### config.mk
export PLATFORM = sky130hd
export DESIGN_NAME = wgt_load_ctrl
export DESIGN_NICKNAME = d
export VERILOG_FILES = /design/src/rtl/wgt_load_ctrl.sv
export SDC_FILE = /design/constraint.sdc
export NUM_CORES = 1
export LEC_CHECK = 0
export ABC_AREA = 0
export BUFFER_PORTS_ARGS = -buffer_cell sky130_fd_sc_hd__buf_2
export CORE_MARGIN = 1.5
export CORE_UTILIZATION = 45
export DETAILED_ROUTE_END_ITERATION = 10
export GPL_TIMING_DRIVEN = 1
export MAX_ROUTING_LAYER = met4
export PLACE_DENSITY = 0.66
export SETUP_SLACK_MARGIN = 0.5
export SYNTH_ARGS = -nofsm -noshare
export SYNTH_HDL_FRONTEND = slang
export SYNTH_SLANG_ARGS = --single-unit
### constraint.sdc
create_clock -name clk -period 3.25 [get_ports clk]
set_clock_uncertainty 0.15 [all_clocks]
set_input_delay 0.65 -clock clk [delete_from_list [all_inputs] [get_ports clk]]
set_output_delay 0.65 -clock clk [all_outputs]
set_load 0.02 [all_outputs]
### src/rtl/wgt_load_ctrl.sv
// Weight-load sequencer: walks the weight buffer in address order, presents each
// weight to the pre-processing unit and gathers per-column compensation statistics.
module wgt_load_ctrl #(
    parameter int unsigned ADDR_W   = 6,
    parameter int unsigned ROW_W    = 3,
    parameter int unsigned MAX_COMP = 3
) (
    input  logic                            clk,
    input  logic                            rst,
    input  logic                            start,
    input  logic                            abort,
    input  logic                            hold,
    output logic                            wb_rd_en,
    output logic [ADDR_W-1:0]               wb_rd_addr,
    input  logic [7:0]                      wb_rd_data,
    output logic [7:0]                      wpu_weight,
    output logic [ADDR_W-1:0]               wpu_addr,
    output logic                            load_mem_done,
    output logic                            busy,
    output logic                            done,
    output logic [(2**(ADDR_W-ROW_W))-1:0]  col_overflow,
    output logic [ADDR_W:0]                 comp_total
);

    localparam int unsigned ColW   = ADDR_W - ROW_W;
    localparam int unsigned NumCol = 2**ColW;

    typedef enum logic [1:0] {StIdle, StRead, StDrain} state_e;

    state_e                   state_q, state_d;
    logic [ADDR_W-1:0]        addr_q, addr_d;
    logic                     rd_vld_q, rd_vld_d;
    logic [ADDR_W-1:0]        wpu_addr_q, wpu_addr_d;
    logic                     done_q, done_d;
    logic                     clear_stats;
    logic [NumCol-1:0][2:0]   cnt_q, cnt_d;
    logic [NumCol-1:0]        ovf_q, ovf_d;
    logic [ADDR_W:0]          total_q, total_d;
    logic                     is_comp;
    logic [ColW-1:0]          col_idx;

    // Next-state, read issue and status decode.
    always_comb begin
        state_d     = state_q;
        addr_d      = addr_q;
        done_d      = 1'b0;
        clear_stats = 1'b0;
        wb_rd_en    = 1'b0;
        busy        = 1'b0;
        unique case (state_q)
            StIdle: begin
                if (start) begin
                    state_d     = StRead;
                    addr_d      = '0;
                    clear_stats = 1'b1;
                end
            end
            StRead: begin
                busy     = 1'b1;
                wb_rd_en = ~hold;
                if (!hold) begin
                    // Last address moves to DRAIN; the counter never wraps on its own.
                    if (addr_q == '1) begin
                        state_d = StDrain;
                    end else begin
                        addr_d = addr_q + ADDR_W'(1);
                    end
                end
                if (abort) begin
                    state_d = StIdle;
                end
            end
            StDrain: begin
                busy    = 1'b1;
                state_d = StIdle;
                done_d  = ~abort;
            end
            default: begin
                state_d = StIdle;
            end
        endcase
    end

    // Presentation pipeline: valid flag and address follow the issuing cycle.
    always_comb begin
        rd_vld_d   = wb_rd_en & ~abort;
        wpu_addr_d = wb_rd_en ? addr_q : wpu_addr_q;
    end

    assign is_comp = (wb_rd_data[7:4] != 4'h0) && (wb_rd_data[7:4] != 4'hF);
    assign col_idx = wpu_addr_q[ADDR_W-1:ROW_W];

    // Compensation statistics: saturating column counters, sticky overflow, total.
    always_comb begin
        cnt_d   = cnt_q;
        ovf_d   = ovf_q;
        total_d = total_q;
        if (clear_stats) begin
            cnt_d   = '0;
            ovf_d   = '0;
            total_d = '0;
        end else if (rd_vld_q && is_comp) begin
            total_d = total_q + (ADDR_W + 1)'(1);
            if (cnt_q[col_idx] != 3'd7) begin
                cnt_d[col_idx] = cnt_q[col_idx] + 3'd1;
            end
            if (cnt_q[col_idx] == 3'(MAX_COMP)) begin
                ovf_d[col_idx] = 1'b1;
            end
        end
    end

    // State and datapath registers.
    always_ff @(posedge clk or negedge rst) begin
        if (!rst) begin
            state_q    <= StIdle;
            addr_q     <= '0;
            rd_vld_q   <= 1'b0;
            wpu_addr_q <= '0;
            done_q     <= 1'b0;
            cnt_q      <= '0;
            ovf_q      <= '0;
            total_q    <= '0;
        end else begin
            state_q    <= state_d;
            addr_q     <= addr_d;
            rd_vld_q   <= rd_vld_d;
            wpu_addr_q <= wpu_addr_d;
            done_q     <= done_d;
            cnt_q      <= cnt_d;
            ovf_q      <= ovf_d;
            total_q    <= total_d;
        end
    end

    assign wb_rd_addr    = addr_q;
    assign wpu_weight    = wb_rd_data;
    assign wpu_addr      = wpu_addr_q;
    assign load_mem_done = ~rd_vld_q;
    assign done          = done_q;
    assign col_overflow  = ovf_q;
    assign comp_total    = total_q;

endmodule

Word-level counts from Yosys, hierarchy flattened
Index checks and enable logic that the tools add are counted.

word-level totals
  output and inout port bits = 39
  register bits = 55
  logic and storage cells = 79
  input port bits = 13

cells by class
  reduce and logical (&&, ||, !) cells = 14
  equal/unequal tests = 11
  multiplexer cells = 29
  bitwise operators = 5
  add/sub/neg operators = 3
  $lt $le $gt $ge = 2

operators by type and width
  kind                 count
  $mux 24              3
  $bwmux 24            1
  $mux 8               3
  $mux 6               3
  $mux 7               2
  $pmux 6 s2           1
  $bmux 3 s3           1
  $demux 3 s3          1
  $ne 3x3->1 const B   3
  $mux 2               4
  $or 8x8->8           1
  $reduce_bool 2->1    4
  $add 7x1->7 const B  1
  $add 6x1->6 const B  1
  $eq 6x6->1 const B   1
  $mux 1               6
  $mux 3               2
  $ne 2x2->1 const B   3
  $lt 3x4->1 const B   1
  $ne 4x4->1 const B   1
  $pmux 2 s2           1
  $reduce_and 2->1     2
  $reduce_and 4->1     1
  $reduce_bool 4->1    1
  other kinds (12)     16

Longest topological paths before layout
  depth in word-level cells = 8
  mapped depth = 13
  gate-level depth less buffers = 10

Worst setup path before layout
OpenSTA, ideal clock, no wires.

  kind = register to register
  start = reg wpu_addr_q[4], in the netlist wpu_addr[4]
  end = reg cnt_q[21] in the netlist's numbering
  clock period less this slack = 3203 ps
  data required time = 2966 ps
  path buffers = 3
  library setup time = 134 ps
  path slack = 47 ps
  cell stages (with the launch flop) = 13
  arrival time = 2918 ps
  cell sequence = dfrtp_1 > buf_2 > buf_2 > mux2_2 > a221oi_1 > o22ai_1 > ha_1 > ha_1 > nand4b_1 > or4_1 > clkbuf_1 > mux2i_1 > nor2_1

between the ends
  word-level cells in the longest chain between the ends = 8
  elaborated cells between the ends (all ways) = 15
  classes of those cells = 1 x add/sub; 2 x order compare; 1 x eq/ne; 8 x mux; 3 x reduce/logical

RTL lines
  element                                                              RTL line  text
  start, declared                                                      33        logic [ADDR_W-1:0] wpu_addr_q, wpu_addr_d;
  start signal, assigned                                               128       wpu_addr_q <= wpu_addr_d;
  parallel branches: the longest is 8 deep, another holds $add 3x1->3  n/a
  end signal, assigned                                                 130       cnt_q <= cnt_d;
  end, declared                                                        36        logic [NumCol-1:0][2:0] cnt_q, cnt_d;

Several ways; the timed one is not identified. The select of a mux whose other input is x is not followed.
A chain may end at the register's enable or synchronous reset.

Worst setup path in the final report
  start = reg wpu_addr_q[4], in the netlist wpu_addr[4]
  end = reg cnt_q[22] in the netlist's numbering

The elaborated chain is that of the path after synthesis.

==> flow_summary.ini <==
[outcome]
status = finished, final reports clean

[timing]
whs_ns = 0.294
rsz0062_at_grt = yes
slew_violations = 0
period_share_pct = 87.8
fmax_mhz = 350
hold_violations = 0
fin_crit_ns = 2.85
finalSetupViolations = 0
max-slew-margin-rel_pct = 40.8
worstMarginPinSlew_ns = 0.888
tns_ns = 0

[route]
antenna_left = 0
drt-initial-drc-count = 187
avgViaCountPerCell = 5.63
routedWlPerCell_um = 16.3
wl_um = 6670
num_vias = 2303
drcViolationCount = 0
dr.pass1.iters = 6

[synthesis]
synth.avg_cell_area_um2 = 10.4
syn-cell-area_um2 = 2940
ys_seq_area_share_pct = 46.8
ys.flop_type = dfrtp_1
yosysWarnings = 0
synth_top_area_cell = dfrtp_1
synthMostInstantiatedCell = dfrtp_1
netlist.area_leader.share_pct = 46.8
synth_edf_count = 0
ys_ff_latch = 55
ys_types = 51
yosys-top-cells-count = dfrtp_1, nor2_1, mux2i_1
synthTopCellsByArea = dfrtp_1, mux2i_1, nor2_1, ha_1, mux2_2
syn_inst = 283
async_flop_share_pct = 100
syn_nets = 305

[floorplan]
die_h_um = 83.8
fp.dieW_um = 83.8
io_pins = 52
start_util_pct = 46.5
die_area_um2 = 7020
rows = 29
design.core.area_um2 = 6310

[global_route]
track_usage_pct = 20.3
grt_pass1_wl_um = 11000
grt_start_max_net_pins = 41
grt_overflow = 0
antenna_found_initial = 0
grt_pass1_vias = 2129

[worst_setup_path]
worstSetupEndpointType = flip-flop
arrival_ns = 2.91
worstPathRequired_ns = 3.30
crit_type = flip-flop to flip-flop
path_max_fanout = 4
cp-start-kind = flip-flop

[cts]
ctsHtreeMaxLevel = 2
cts.clk_slew.worst_paths_ns = 0.10
cts_root_buffer = clkbuf_8
cts_made_buffers = 5
clock_latency_ns = 0.32
cts_hold_buffers = 0
cts_max_path_buffers = 2
cts_tree = done
cts_sinks = 55

[final_layout]
fin_nets = 353
n_antenna_cell = 0
final_cell_count_no_fill = 409
area_delta_synth_final_pct = 18.3
drive_gt1_share_pct = 33.7

[power_and_ir_drop]
power.leakage_nw = 1.75
peakVddDrop_v = 0.000357
power.density_nw_per_um2 = 495

[place]
numPortBuffers = 43
gp_congestion = 0.948
dp.cells = 392
dp_hpwl_um = 4740

[job]
maxCapViolCount = 0

[worst_hold_path]
min_path_type = input pin to async pin
-- cell families after synthesis --
family                     after synthesis  synth area share (%)
AOI/OAI and AO/OA                       52                  12.6
buffers and inverters                   36                  6.81
xor gates and xnor gates                 3                 0.895
muxes                                   30                  10.6
DFF                                     55                  46.8
adders and majority gates                9                  3.83
and+or+nand+nor                         98                  18.4
-- power by group --
part           switching (W)  internal [W]  total (W)
clock               0.000218      0.000175   0.000393
combinational       0.000342      0.000199   0.000541
sequential         0.0000516      0.000735   0.000787
total               0.000612       0.00111    0.00172
-- layout make-up --
cell class                      count  area, um^2
Clock inverter                      1        8.76
Clock buffer                        7        86.3
Timing Repair Buffer               66         399
Tap cell                           77        96.3
Inverter                           11        41.3
Multi-Input combinational cell    192        1460
Sequential cell                    55        1380
Fill cell                         543        2840
-- flip-flops by register name, summed over array words and instances, names as in the netlist --
register,cells
cnt_q,24
col_overflow,8
comp_total,7
wb_rd_addr,6
wpu_addr,6
state_q,2
done,1
rd_vld_q,1
-- stage by stage --
step                      utilization (%)  instance area, um^2  worst slack [ns]  power (W)
after floorplan                         -                 2980             0.321    0.00117
after global placement               51.0                 3220             0.224    0.00133
after detailed placement             51.0                 3220             0.191    0.00134
after CTS                            54.3                 3430             0.383    0.00174
after global routing                 55.1                 3480             0.281    0.00184
final                                55.1                 3480             0.396    0.00172
-- cell usage in the layout (no fill, tap or decap), types with 3 or more instances in the layout --
cell type	n
dfrtp_1	52
buf_2	43
nor2_1	31
buf_4	20
mux2i_1	19
nand2_1	11
nand3_1	11
inv_1	10
o21ai_0	10
mux2_2	9
a22o_1	9
a21oi_1	9
nand4_1	9
ha_1	6
clkbuf_8	6
nor2b_1	4
or3_1	4
a211oi_2	3
a31oi_1	3
buf_6	3
dfrtp_2	3
-- layer usage --
layer | GRT usage, % | share of wire (%) | vias up
li1 | - | - | 1125
met1 | 27.7 | 48 | 1106
met2 | 30.4 | 46 | 62
met3 | 4.95 | 5.7 | 10
met4 | 5.96 | 1.2 | 0
met5 | - | 0 | -
-- critical path: stages (launching register included) --
cell and delay (ns):
dfrtp_2 0.45, buf_6 0.14, mux2_4 0.30, a221oi_2 0.26
o22ai_1 0.11, ha_2 0.21, ha_4 0.18, nand4b_1 0.20
or4_4 0.49, mux2i_1 0.20, nor2_1 0.05
-- path summary, 6_finish.rpt --
path                                             start                           to  slack, ns  cells after the start
hold reg to reg            col_overflow[4]$_DFFE_PN0P_  col_overflow[4]$_DFFE_PN0P_       0.36                      1
setup reg to reg               wpu_addr[4]$_DFFE_PN0P_        cnt_q[22]$_DFFE_PN0P_       0.40                     10
hold / removal                                     rst    comp_total[3]$_DFFE_PN0P_       0.29                      1
setup / recovery               wpu_addr[4]$_DFFE_PN0P_        cnt_q[22]$_DFFE_PN0P_       0.40                     10
min in group clk           col_overflow[4]$_DFFE_PN0P_  col_overflow[4]$_DFFE_PN0P_       0.36                      1
max in group asynchronous                          rst         cnt_q[9]$_DFFE_PN0P_       1.96                      2
-- timing repair --
item	CTS	global route
endpoints found under the hold margin	0	0
endpoints found under the setup margin	24	33
buffers inserted	7	2
pin swaps	8	10
resized for setup	16	7
Note: power is estimated with default switching activity, not from simulation.
